File: src/rtl/eeprom_cmd_sequencer.sv
`default_nettype none
// ============================================================================
// Module   : eeprom_cmd_sequencer
// Purpose  : Command front-end for eeprom_top. Queues host read/write
//            requests in a small FIFO. It issues them one at a time over
//            eeprom_top's newd/wr/addr/wdata handshake and waits for done.
//            It then returns the result on a valid/ready response channel.
// Ports    :
//   clk, rst                  - clock, synchronous active-high reset
//   cmd_valid/ready/wr/addr/wdata   - host command channel (FIFO push side)
//   rsp_valid/ready/wr/addr/rdata/err - host response channel
//   newd, wr, addr, wdata     - request to eeprom_top
//   done, rdata               - completion and read data from eeprom_top
//   busy, fifo_count          - status
// Options  : define SEQ_TIMEOUT_EN to bound the wait for done to
//            TIMEOUT_CYCLES. A timed-out command responds with rsp_err=1.
//            Without the macro there is no counter and rsp_err stays 0.
// Revision : 1.0 - initial release
// ============================================================================
module eeprom_cmd_sequencer #(
    parameter int FIFO_DEPTH     = 4,
    parameter int NEWD_CYCLES    = 2,
    parameter int TIMEOUT_CYCLES = 100000
) (
    input  logic                          clk,
    input  logic                          rst,
    // host command channel
    input  logic                          cmd_valid,
    output logic                          cmd_ready,
    input  logic                          cmd_wr,
    input  logic [6:0]                    cmd_addr,
    input  logic [7:0]                    cmd_wdata,
    // host response channel
    output logic                          rsp_valid,
    input  logic                          rsp_ready,
    output logic                          rsp_wr,
    output logic [6:0]                    rsp_addr,
    output logic [7:0]                    rsp_rdata,
    output logic                          rsp_err,
    // eeprom_top request interface
    output logic                          newd,
    output logic                          wr,
    output logic [6:0]                    addr,
    output logic [7:0]                    wdata,
    input  logic                          done,
    input  logic [7:0]                    rdata,
    // status
    output logic                          busy,
    output logic [$clog2(FIFO_DEPTH):0]   fifo_count
);

    localparam int c_ptr_w = $clog2(FIFO_DEPTH);
    localparam int c_cnt_w = (NEWD_CYCLES > 1) ? $clog2(NEWD_CYCLES) : 1;

    localparam logic [c_ptr_w:0]   c_full      = (c_ptr_w + 1)'(FIFO_DEPTH);
    localparam logic [c_ptr_w:0]   c_count_one = (c_ptr_w + 1)'(1);
    localparam logic [c_ptr_w-1:0] c_ptr_one   = c_ptr_w'(1);
    localparam logic [c_cnt_w-1:0] c_newd_load = c_cnt_w'(NEWD_CYCLES - 1);
    localparam logic [c_cnt_w-1:0] c_newd_one  = c_cnt_w'(1);

    // Reject illegal configurations at elaboration time.
    if ((FIFO_DEPTH < 2) || ((FIFO_DEPTH & (FIFO_DEPTH - 1)) != 0) ||
        (NEWD_CYCLES < 1) || (TIMEOUT_CYCLES < 1)) begin : g_param_check
        $error("eeprom_cmd_sequencer: illegal parameter value");
    end

    typedef enum logic [1:0] {
        ST_IDLE      = 2'd0,
        ST_ISSUE     = 2'd1,
        ST_WAIT_DONE = 2'd2,
        ST_RESP      = 2'd3
    } state_t;

    // ------------------------------------------------------------------
    // Command FIFO
    // ------------------------------------------------------------------
    logic                 r_mem_wr    [FIFO_DEPTH];
    logic [6:0]           r_mem_addr  [FIFO_DEPTH];
    logic [7:0]           r_mem_wdata [FIFO_DEPTH];
    logic [c_ptr_w-1:0]   r_wr_ptr;
    logic [c_ptr_w-1:0]   r_rd_ptr;
    logic [c_ptr_w:0]     r_count;

    state_t               r_state;
    logic                 r_rsp_valid;
    logic                 w_push;
    logic                 w_pop;

    assign cmd_ready = (r_count != c_full);
    assign w_push    = cmd_valid & cmd_ready;
    // The head is consumed on the same edge the FSM leaves IDLE.
    assign w_pop     = (r_state == ST_IDLE) && (r_count != '0) && !r_rsp_valid;

    always_ff @(posedge clk) begin
        if (rst) begin
            r_wr_ptr <= '0;
            r_rd_ptr <= '0;
            r_count  <= '0;
        end else begin
            if (w_push) begin
                r_wr_ptr <= r_wr_ptr + c_ptr_one;
            end
            if (w_pop) begin
                r_rd_ptr <= r_rd_ptr + c_ptr_one;
            end
            case ({w_push, w_pop})
                2'b10:   r_count <= r_count + c_count_one;
                2'b01:   r_count <= r_count - c_count_one;
                default: r_count <= r_count;
            endcase
        end
    end

    // Storage needs no reset; only entries between the pointers are read.
    always_ff @(posedge clk) begin
        if (w_push) begin
            r_mem_wr[r_wr_ptr]    <= cmd_wr;
            r_mem_addr[r_wr_ptr]  <= cmd_addr;
            r_mem_wdata[r_wr_ptr] <= cmd_wdata;
        end
    end

    // ------------------------------------------------------------------
    // Sequencer FSM
    // ------------------------------------------------------------------
    logic                 r_done_q;
    logic                 w_done_rise;
    logic [c_cnt_w-1:0]   r_newd_cnt;
    logic                 r_newd;
    logic                 r_wr;
    logic [6:0]           r_addr;
    logic [7:0]           r_wdata;
    logic                 r_rsp_wr;
    logic [6:0]           r_rsp_addr;
    logic [7:0]           r_rsp_rdata;
    logic                 r_rsp_err;

`ifdef SEQ_TIMEOUT_EN
    localparam logic [31:0] c_timeout_last = 32'(TIMEOUT_CYCLES - 1);
    logic [31:0]          r_tcnt;
`endif

    // Only an edge counts: a done level left high from before the request
    // must not complete the new one.
    assign w_done_rise = done & ~r_done_q;

    always_ff @(posedge clk) begin
        if (rst) begin
            r_state     <= ST_IDLE;
            r_done_q    <= 1'b0;
            r_newd_cnt  <= '0;
            r_newd      <= 1'b0;
            r_wr        <= 1'b0;
            r_addr      <= '0;
            r_wdata     <= '0;
            r_rsp_valid <= 1'b0;
            r_rsp_wr    <= 1'b0;
            r_rsp_addr  <= '0;
            r_rsp_rdata <= '0;
            r_rsp_err   <= 1'b0;
`ifdef SEQ_TIMEOUT_EN
            r_tcnt      <= '0;
`endif
        end else begin
            r_done_q <= done;
            case (r_state)
                ST_IDLE: begin
                    if (w_pop) begin
                        r_wr       <= r_mem_wr[r_rd_ptr];
                        r_addr     <= r_mem_addr[r_rd_ptr];
                        r_wdata    <= r_mem_wdata[r_rd_ptr];
                        r_newd     <= 1'b1;
                        r_newd_cnt <= c_newd_load;
                        r_state    <= ST_ISSUE;
                    end
                end
                ST_ISSUE: begin
                    if (r_newd_cnt == '0) begin
                        r_newd  <= 1'b0;
                        r_state <= ST_WAIT_DONE;
`ifdef SEQ_TIMEOUT_EN
                        r_tcnt  <= '0;
`endif
                    end else begin
                        r_newd_cnt <= r_newd_cnt - c_newd_one;
                    end
                end
                ST_WAIT_DONE: begin
                    // A done edge wins over a simultaneous timeout.
                    if (w_done_rise) begin
                        r_rsp_valid <= 1'b1;
                        r_rsp_wr    <= r_wr;
                        r_rsp_addr  <= r_addr;
                        r_rsp_rdata <= r_wr ? 8'h00 : rdata;
                        r_rsp_err   <= 1'b0;
                        r_state     <= ST_RESP;
                    end
`ifdef SEQ_TIMEOUT_EN
                    else if (r_tcnt == c_timeout_last) begin
                        r_rsp_valid <= 1'b1;
                        r_rsp_wr    <= r_wr;
                        r_rsp_addr  <= r_addr;
                        r_rsp_rdata <= 8'h00;
                        r_rsp_err   <= 1'b1;
                        r_state     <= ST_RESP;
                    end else begin
                        r_tcnt <= r_tcnt + 32'd1;
                    end
`endif
                end
                ST_RESP: begin
                    // rsp_valid is always high here.
                    if (rsp_ready) begin
                        r_rsp_valid <= 1'b0;
                        r_state     <= ST_IDLE;
                    end
                end
                default: r_state <= ST_IDLE;
            endcase
        end
    end

    assign newd       = r_newd;
    assign wr         = r_wr;
    assign addr       = r_addr;
    assign wdata      = r_wdata;
    assign rsp_valid  = r_rsp_valid;
    assign rsp_wr     = r_rsp_wr;
    assign rsp_addr   = r_rsp_addr;
    assign rsp_rdata  = r_rsp_rdata;
    assign rsp_err    = r_rsp_err;
    assign busy       = (r_state != ST_IDLE) || (r_count != '0);
    assign fifo_count = r_count;

endmodule
`default_nettype wire

File: config.mk
export PLATFORM = sky130hd
export DESIGN_NAME = eeprom_cmd_sequencer
export DESIGN_NICKNAME = d
export VERILOG_FILES = /design/src/rtl/eeprom_cmd_sequencer.sv
export SDC_FILE = /design/constraint.sdc
export NUM_CORES = 1
export LEC_CHECK = 0
export BUFFER_PORTS_ARGS = -buffer_cell sky130_fd_sc_hd__buf_2
export CAP_MARGIN = 20
export CORE_ASPECT_RATIO = 1.1
export CORE_MARGIN = 8
export CORE_UTILIZATION = 45
export DETAILED_ROUTE_END_ITERATION = 7
export PLACE_DENSITY = 0.66
export SETUP_SLACK_MARGIN = 0.05
export SKIP_LAST_GASP = 1
export SYNTH_ARGS = -nofsm -noshare
export SYNTH_HDL_FRONTEND = slang
export SYNTH_SLANG_ARGS = --single-unit
File: constraint.sdc
create_clock -name clk -period 2.8 [get_ports clk]
set_clock_uncertainty 0.15 [all_clocks]
set_input_delay 0.56 -clock clk [delete_from_list [all_inputs] [get_ports clk]]
set_output_delay 0.56 -clock clk [all_outputs]
set_load 0.02 [all_outputs]
---- Yosys cells after proc, flatten, opt, wreduce, memory -nomap -nowiden ----
Memories as Yosys holds them, arrays and structs flattened. A register that Yosys moved wholly into a read port is not among the register bits.
Cells that the tools add are included.
word-level totals
  input bits .............................. 29
  memories ................................ 3
  register bits after elaboration ......... 29
  bits in writable memories ............... 64
memory list
  memory       depth  width  rd ports  clocked after memory_dff  write ports  RTL line  RTL
  r_mem_wdata  4      8      1         1                         1            79        logic [7:0] r_mem_wdata [FIFO_DEPTH];
  r_mem_addr   4      7      1         1                         1            78        logic [6:0] r_mem_addr [FIFO_DEPTH];
  r_mem_wr     4      1      1         1                         1            77        logic r_mem_wr [FIFO_DEPTH];
cells by class
  mux-type cells .......................... 17
  reduce and logical (&&, ||, !) cells .... 16
  add/sub/neg operators ................... 5
  bitwise operators ....................... 3
  equal/unequal tests ..................... 10
operators by type and width
  kind                                              count
  2-to-1 mux 2 bit                                  4
  2-to-1 mux 8 bit                                  1
  inequality test 2 bit, second input constant      4
  one-hot mux 2 bit (4 select lines)                1
  nonzero test 2 bit                                4
  2-to-1 mux 1 bit                                  7
  == test 2 bit, second input constant              3
  one-hot mux 1 bit (2 select lines)                3
  one-hot mux 3 bit (2 select lines)                1
  AND reduction 2 bit                               3
  AND reduction 3 bit                               2
  adder 2 x 1 -> 2 bit, second input constant       2
  == test 2 x 1 -> 1 bit, second input constant     2
  AND reduction 4 bit                               1
  adder 3 x 1 -> 3 bit, second input constant       1
  inequality test 3 bit, second input constant      1
  nonzero test 3 bit                                1
  subtractor 3 x 1 -> 3 bit, second input constant  1
  AND 1 bit                                         2
  logical AND 1 bit                                 2
  logical NOT 2 bit                                 1
  logical NOT 1 bit                                 1
  logical OR 1 bit                                  1
  NOT 1 bit                                         1
  subtractor 1 bit, second input constant           1

---- Depth between registers and ports, before layout ----
Gate-level depths: netlist of run 1.
  word-level depth ........................ 5
  depth in mapped cells ................... 9
  depth with buffers taken out ............ 9

---- Worst setup path before layout of run 1 ----
OpenSTA, ideal clock, no wires.
  path kind ............................... register to register
  start ................................... register r_count[2] (netlist: fifo_count[2])
  end ..................................... register r_count[2] (netlist: fifo_count[2])
  arrival ................................. 2434 ps
  period minus slack after synthesis ...... 2655 ps
  buffers on the path ..................... 0
  cell stages (with the launch flop) ...... 10
  data required time ...................... 2579 ps
  setup slack ............................. 145 ps
  cells stage by stage .................... dfxtp_1 -> or3b_1 -> and2_4 -> inv_2 -> ha_1 -> inv_1 -> fa_1 -> xor2_1 -> or3_1 -> a21oi_1
on the way
  elaborated cells between the ends (all ways) .. 11
  those cells by class .................... add/sub: 2; eq/ne: 3; mux: 1; bitwise: 1; reduce/logical: 4
RTL lines
  element                                                                   RTL line  RTL
  start, declared                                                           82        logic [c_ptr_w:0] r_count;
  start signal, assigned                                                    107       2'b10: r_count <= r_count + c_count_one;
  start signal, assigned                                                    108       2'b01: r_count <= r_count - c_count_one;
  start signal, assigned                                                    109       default: r_count <= r_count;
  inequality test 3 bit *                                                   89        assign cmd_ready = (r_count != c_full);
  via cmd_ready                                                             29        output logic cmd_ready,
  AND 1 bit *                                                               90        assign w_push = cmd_valid & cmd_ready;
  == test 2 x 1 -> 1 bit or == test 2 bit (tied branches)                   106       case ({w_push, w_pop})
  one-hot mux 3 bit (2 select lines) or nonzero test 2 bit (tied branches)  n/a
Mark *: on every way through the listed nets, which the timed path passes. The rest lies on a longest branch.
A chain may end at the register's enable or synchronous reset.

---- Final worst setup path of run 1 ----
  start ................................... register r_count[2] (netlist: fifo_count[2])
  end ..................................... register r_count[2] (netlist: fifo_count[2])
on the way
  longest elaborated chain between the ends .. 5
  elaborated cells between the ends (all ways) .. 11
  those cells by class .................... add/sub: 2; eq/ne: 3; mux: 1; bitwise: 1; reduce/logical: 4
ends and longest elaborated chain
  element                                                                   RTL line  RTL
  nonzero test 3 bit                                                        92        assign w_pop = (r_state == ST_IDLE) && (r_count != '0) && !r_rsp_valid;
  logical AND 1 bit (2 in series)                                           92
  == test 2 x 1 -> 1 bit or == test 2 bit (tied branches)                   106
  one-hot mux 3 bit (2 select lines) or nonzero test 2 bit (tied branches)  n/a
Parallel ways exist; a longest one is shown, timed or not.

==> summary.md, run 1 <==
| Metric | Value |
|---|---|
| Outcome | `completed` |
| Worst Path Class, Setup | `flop to flop` |
| H-tree level count | `3` |
| Worst Hold Depth | `1` |
| Layout cells sized above 1 | `34.2%` |
| Post-CTS Setup Repair Bufs | `0` |
| Slew Limit Headroom | `43.7%` |
| Via count | `2401` |
| Dpl hpwl | `5330 µm` |
| GP Congestion | `0.797` |
| Post-synth top area share | `45.9%` |
| P_sw | `1.39 mW` |
| Reg2Reg Depth | `9` |
| CTS clk-pin slew, worst paths | `0.11 ns` |
| Setup ws final | `0.215 ns` |
| TritonRoute pass-1 iters | `4` |
| Max Cap Viol | `0` |
| Yosys top cell by area | `edfxtp_1` |
| Fmax | `387 MHz` |
| YS warnings | `0` |
| Critical path endpoint category | `flop` |
| Clk buf depth | `2` |
| CTS sink cnt | `109` |
| FF-to-FF setup slack | `0.22 ns` |
| Layout area overhead | `15.5%` |
| RSZ-0062 raised after global routing | `false` |
| Critical Path RT | `2.96 ns` |
| Static Leak | `1.85 nW` |
| First-pass GRT wire length | `12200 µm` |
| Fillers | `781` |
| Reg2Reg Capture Point | `fifo_count[2]` |
| Rows | `37` |
| Total GRT Usage | `12.7%` |
| Antenna violations before repair | `0` |
| Most frequent cells in the layout | `buf_2, edfxtp_1, dfxtp_1, nand2_1, a21oi_1` |
| Power share of the sequential group | `51.0%` |
| Synthesized area per cell | `15.1 µm²` |
| Min Tclk post-route | `2.58 ns` |
| Port Buffers | `67` |
| Die Y | `117 µm` |
| Setup Viol. Count Final | `0` |
| Hold Startpoint | `cmd_wdata[7]` |
| Met2 usage | `20.7%` |
| I/O pins | `69` |
| Vias in the first global route | `2385` |
| Die W | `108 µm` |
| Overflow after GRT | `0` |
| CTS Hold Buffers Added | `0` |
| Commonest non-fill, non-tap cell in the layout | `buf_2` |
| Share of the clock period used by the worst path | `92.3%` |
| TritonCTS Buffers | `9` |
| Largest net degree at the start of global routing | `26` |
| Synth Instances | `278` |
| Slew @ Worst Pin | `0.842 ns` |
| CTS tree | `done` |
| DR WL/cell | `16.4 µm` |
| Int Pwr | `2.84 mW` |
| Skew-Pair Late Insertion Delay | `0.37 ns` |
| Cell Pwr Density | `875 nW/µm²` |
| Peak supply drop | `0.000314 V` |
| Syn Nets | `318` |
| Clock power share | `20.6%` |
| Top cells by area, synth | `edfxtp_1, dfxtp_1, mux4_2` |
| Starting Density | `45.4%` |
| Data arrival time of the critical path | `2.74 ns` |
| Die ar. | `12600 µm²` |
| Nets | `392` |
| Slew Viols, Final | `0` |
| Mapped Area | `4190 µm²` |
| Root buffer cell | `clkbuf_8` |
| Number of routed nets with antenna violations | `0` |
| Comb pwr share | `28.4%` |
| DRC viols | `0` |
| Path category of the worst min-delay check | `primary input to flop` |
| Synth cell types | `41` |
| Sequential-to-total area share from yosys stat | `67.4%` |
| GRT met1 Usage | `15.1%` |
| # resized after CTS | `0` |
| DRT iter0 DRCs | `83` |
| Busiest grt layer | `met2` |
| Startpoint type of the worst setup path | `flop` |
| Crit Path Max Fanout | `6` |
| Inst Count DP | `458` |
| Total wire length | `7790 µm` |
| Worst Hold Endpoint | `r_mem_wdata[1][7]` |
| #FFs+latches synth | `109` |
| Place WS | `0.261 ns` |
| Sw frac | `32.9%` |
| Placeable Area | `9210 µm²` |
| Beginning of the worst register-to-register path | `fifo_count[2]` |
| Non-Filler Instances | `475` |
| Hold Fails Final Rpt | `0` |
| Global Route met3 Usage | `4.05%` |
| Setup_tns | `0 ns` |
| Vias/cell | `5.05` |
## power by group through the flow
| stage | clock, mW | sequential, mW | combinational (mW) |
|---|---|---|---|
| 6_report | 0.873 | 2.16 | 1.20 |
| 5_1_grt | 0.976 | 2.19 | 1.32 |
| 4_1_cts | 0.910 | 2.16 | 1.23 |
| 3_5_place_dp | 0 | 2.20 | 1.22 |
| 3_3_place_gp | 0 | 2.19 | 1.21 |
| 2_1_floorplan | 0 | 2.31 | 0.727 |
## critical path, cell delays in order (launching register included)
cell,delay (ns)
dfxtp_1,0.44
or3b_1,0.46
and2_4,0.21
inv_2,0.06
ha_1,0.18
inv_1,0.06
fa_1,0.38
xor2_1,0.16
or3_1,0.30
a21oi_1,0.14
## per-layer routing
| layer | part of all wire (%) | vias to the layer above |
|---|---|---|
| met3 | 6.6 | 11 |
| met2 | 49 | 56 |
| met4 | 2.2 | 0 |
| li1 | - | 1192 |
| met5 | 0 | - |
| met1 | 43 | 1142 |
## cell type report
cell class	count	area (µm²)	share of cell area, %
Timing Repair Buffer	77	410	8.49
Multi-Input combinational cell	143	1230	25.4
Antenna cell	1	2.50	0.0517
Sequential cell	109	2820	58.4
Tap cell	117	146	3.03
Clock inverter	7	56.3	1.16
Clock buffer	9	124	2.56
Inverter	12	45.0	0.931
## logic make-up after synthesis
| kind of cell | after synthesis | synth area share [%] |
|---|---|---|
| adder cells (fa/ha/maj) | 11 | 3.47 |
| flip-flops | 109 | 67.4 |
| multiplexers | 16 | 8.61 |
| other | 1 | 0.0896 |
| buffers and inverters | 26 | 3.20 |
| AND/OR/NAND/NOR | 62 | 8.25 |
| XOR/XNOR | 5 | 1.05 |
| AO/OA/AOI/OAI | 48 | 7.89 |
## sequential cells by signal (all words and copies together), names as in the netlist, 2 cells and up
name         count
rsp_rdata        8
r_mem_wr         4
r_wr_ptr         2
wdata            8
r_mem_wdata     32
r_rd_ptr         2
rsp_addr         7
r_mem_addr      28
fifo_count       3
addr             7
r_state          2
## worst max path at each step
stage | start | endpoint | slack [ns] | cells after the start
finish | fifo_count[2] | fifo_count[2] | 0.22 | 9
global route | fifo_count[2] | fifo_count[2] | 0.13 | 9
CTS | fifo_count[2] | fifo_count[2] | 0.24 | 9
detailed placement | fifo_count[2] | fifo_count[2] | 0.26 | 9
global placement | fifo_count[2] | fifo_count[2] | 0.35 | 9
floorplan | fifo_count[2] | fifo_count[2] | 0.15 | 9
## metrics by stage
stage	util, %	hold WS [ns]	cell area [µm²]	power (mW)
after global placement	50.5	0.298	4650	3.39
final	52.5	0.245	4840	4.23
after CTS	52.5	0.226	4830	4.30
after global routing	52.5	0.216	4830	4.49
after detailed placement	50.5	0.306	4650	3.42
after floorplan	-	0.319	4190	3.04
## cells in the mapped netlist (all sizes together)
master,count
a21oi,20
a222oi,1
a22o,16
a31o,1
a31oi,4
and2,1
and2b,1
and3,4
and4bb,1
buf,9
clkbuf,5
conb,1
dfxtp,45
edfxtp,64
fa,1
ha,10
inv,12
mux4,16
nand2,21
nand3b,1
nand4,1
nor2,17
nor3,2
nor3b,10
nor4bb,1
o211ai,2
o21ai,3
o21ba,1
or3,1
or3b,1
xnor2,3
xor2,2
Power figures use the tool's default switching activity.
==> run 2: changes to the inputs <==
--- a/config.mk
+++ b/config.mk
@@ -5,6 +5,7 @@
 export SDC_FILE = /design/constraint.sdc
 export NUM_CORES = 1
 export LEC_CHECK = 0
+export ABC_AREA = 1
 export BUFFER_PORTS_ARGS = -buffer_cell sky130_fd_sc_hd__buf_2
 export CAP_MARGIN = 20
 export CORE_ASPECT_RATIO = 1.1
==> summary.md, run 2 <==
| Metric | Value |
|---|---|
| GP Congestion | `0.744` |
| Largest reg by FF count | `r_mem_wdata` |
| Layout area overhead | `15.3%` |
| Rows | `37` |
| Mapped Area | `4280 µm²` |
| CTS Hold Buffers Added | `0` |
| Peak supply drop | `0.000326 V` |
| Xor and xnor area share after synthesis | `0%` |
| Vias/cell | `4.82` |
| Setup Viol. Count Final | `0` |
| Placeable Area | `9310 µm²` |
| Total power after layout | `4.78 mW` |
| Top cells by area, synth | `edfxtp_1, dfxtp_1, nor2_1` |
| Post-synth top cells | `nor2_1, edfxtp_1, o21ai_0` |
| Die W | `109 µm` |
| Total wire length | `8370 µm` |
| Starting Density | `46.0%` |
| Multiplexer area fraction after synthesis | `0%` |
| I/O pins | `69` |
| Commonest non-fill, non-tap cell in the layout | `nor2_1` |
| Overflow after GRT | `0` |
| Slew Viols, Final | `0` |
| Root buffer cell | `clkbuf_8` |
| Port Buffers | `67` |
| Post-CTS Setup Repair Bufs | `0` |
| Dpl hpwl | `5690 µm` |
| Slew Limit Headroom | `56.7%` |
| Biggest regs | `r_mem_wdata x32, r_mem_addr x28` |
| Die ar. | `12900 µm²` |
| Max Cap Viol | `0` |
| Static Leak | `1.99 nW` |
| Count leader, synth | `nor2_1` |
| Synthesized area per cell | `10.3 µm²` |
| Layout cells sized above 1 | `20.1%` |
| Post-synth EDFFs | `64` |
| Yosys top cell by area | `edfxtp_1` |
| First-pass GRT wire length | `13200 µm` |
| Largest net degree at the start of global routing | `34` |
| Largest register FFs | `32` |
| Main synth FF type | `edfxtp_1` |
| Main combinational cell family by area after synthesis | `simple AND/OR/NAND/NOR gates` |
| Startpoint type of the worst setup path | `flop` |
| Share of the clock period used by the worst path | `89.2%` |
| RSZ-0062 raised after global routing | `false` |
| Outcome | `completed` |
| Post-synth top area share | `44.9%` |
| Critical path endpoint category | `flop` |
| Worst Path Class, Setup | `flop to flop` |
| Hold Fails Final Rpt | `0` |
| Sequential-to-total area share from yosys stat | `65.9%` |
| Skew-Pair Late Insertion Delay | `0.36 ns` |
| Clk buf depth | `2` |
| Fillers | `819` |
| CTS clk-pin slew, worst paths | `0.10 ns` |
| YS warnings | `0` |
| TritonRoute pass-1 iters | `4` |
| Most frequent cells in the layout | `nor2_1, buf_2, edfxtp_1, o21ai_0, dfxtp_1` |
| Data arrival time of the critical path | `2.64 ns` |
| Fmax | `400 MHz` |
| Syn Nets | `455` |
| Antenna violations before repair | `1` |
| CTS sink cnt | `109` |
| Total GRT Usage | `12.9%` |
| Min Tclk post-route | `2.50 ns` |
| Vias in the first global route | `2784` |
| CTS tree | `done` |
| Synth Area in Compound Gates | `11.8%` |
| Synth cell types | `26` |
| Die Y | `118 µm` |
| Crit Path Max Fanout | `19` |
| Slew @ Worst Pin | `0.649 ns` |
| Path category of the worst min-delay check | `primary input to flop` |
| Cell mode on critical path | `inv_1` |
| Antenna diode count | `0` |
| #FFs+latches synth | `109` |
| # resized after CTS | `0` |
| Via count | `2913` |
| H-tree level count | `3` |
| DRC viols | `0` |
| Cell Pwr Density | `969 nW/µm²` |
| Number of routed nets with antenna violations | `0` |
| Area share of fa/ha/maj cells after synthesis | `3.39%` |
| Critical Path RT | `2.94 ns` |
| Simple-gate share of the synthesized area | `14.1%` |
| Critical path cell sequence | `inv_1 -> ha_1 -> inv_1 -> nor2_4 -> nand2_4 -> inv_4 -> ha_1 -> inv_1 -> fa_1 -> or2_2 -> nand2_1 -> o21ai_0 -> a21oi_1` |
| Slowest stage delay, CP | `0.37 ns` |
| Synth Instances | `415` |
| TritonCTS Buffers | `9` |
| Nets | `522` |
| Slowest-stage cell, CP | `fa_1` |
| DRT iter0 DRCs | `176` |
| Setup_tns | `0 ns` |
| DR WL/cell | `13.8 µm` |
| Ys async rst share | `0%` |
-- run 2: worst max-delay path, delay by kind of cell, from the launching register on --
kind | cells | cell delay [ns]
AO/OA/AOI/OAI | 2 | 0.23
adder cells (fa/ha/maj) | 3 | 0.70
buffers and inverters | 4 | 0.35
flip-flops | 1 | 0.35
AND/OR/NAND/NOR | 4 | 0.64
-- run 2: report_power, final --
part	internal (mW)	switching, mW	total, mW
clock network	0.514	0.508	1.02
registers	1.99	0.140	2.13
logic	0.517	1.11	1.63
total	3.02	1.76	4.78
-- run 2: layout make-up --
type                    instances  area [µm²]  share of cell area [%]
clock inverters                 6        95.1                    1.93
flip-flops and latches        109        2820                    57.2
repair buffers                 74         388                    7.86
multi-input cells             262        1260                    25.4
well taps                     117         146                    2.97
clock buffers                  10         128                    2.59
inverters                      26         100                    2.03
-- run 2: kinds of logic (layout without fill, tap and decap cells) --
group | count (synthesis) | after routing
compound gates | 99 | 99
other cells | 1 | 1
buf+inv | 44 | 116
simple gates | 151 | 151
fa+ha+maj | 11 | 11
flops | 109 | 109
-- run 2: routing by layer --
layer / GRT usage [%] / share of wire (%)
met5: 0 / 0.096
met4: 5.48 / 1.5
met3: 3.42 / 8.0
met2: 20.7 / 46
met1: 15.9 / 44
-- run 2: per-stage QoR --
step / instances / cell area [µm²] / worst slack (ns) / hold slack (ns) / utilization, %
floorplan: 415 / 4280 / 0.468 / 0.323 / -
CTS: 604 / 4940 / 0.324 / 0.245 / 53.0
finish: 604 / 4940 / 0.301 / 0.256 / 53.0
global route: 604 / 4940 / 0.165 / 0.241 / 53.0
detailed placement: 588 / 4710 / 0.332 / 0.306 / 50.7
global placement: 588 / 4710 / 0.435 / 0.299 / 50.7
-- run 2: final timing paths --
check / startpoint / slack (ns) / depth (start not counted) / to
setup / recovery: r_state[0] / 0.30 / 13 / fifo_count[2]
hold / removal: cmd_addr[1] / 0.26 / 1 / r_mem_addr[2][1]
hold reg to reg: rsp_rdata[5] / 0.32 / 2 / rsp_rdata[5]
setup reg to reg: r_state[0] / 0.30 / 13 / fifo_count[2]
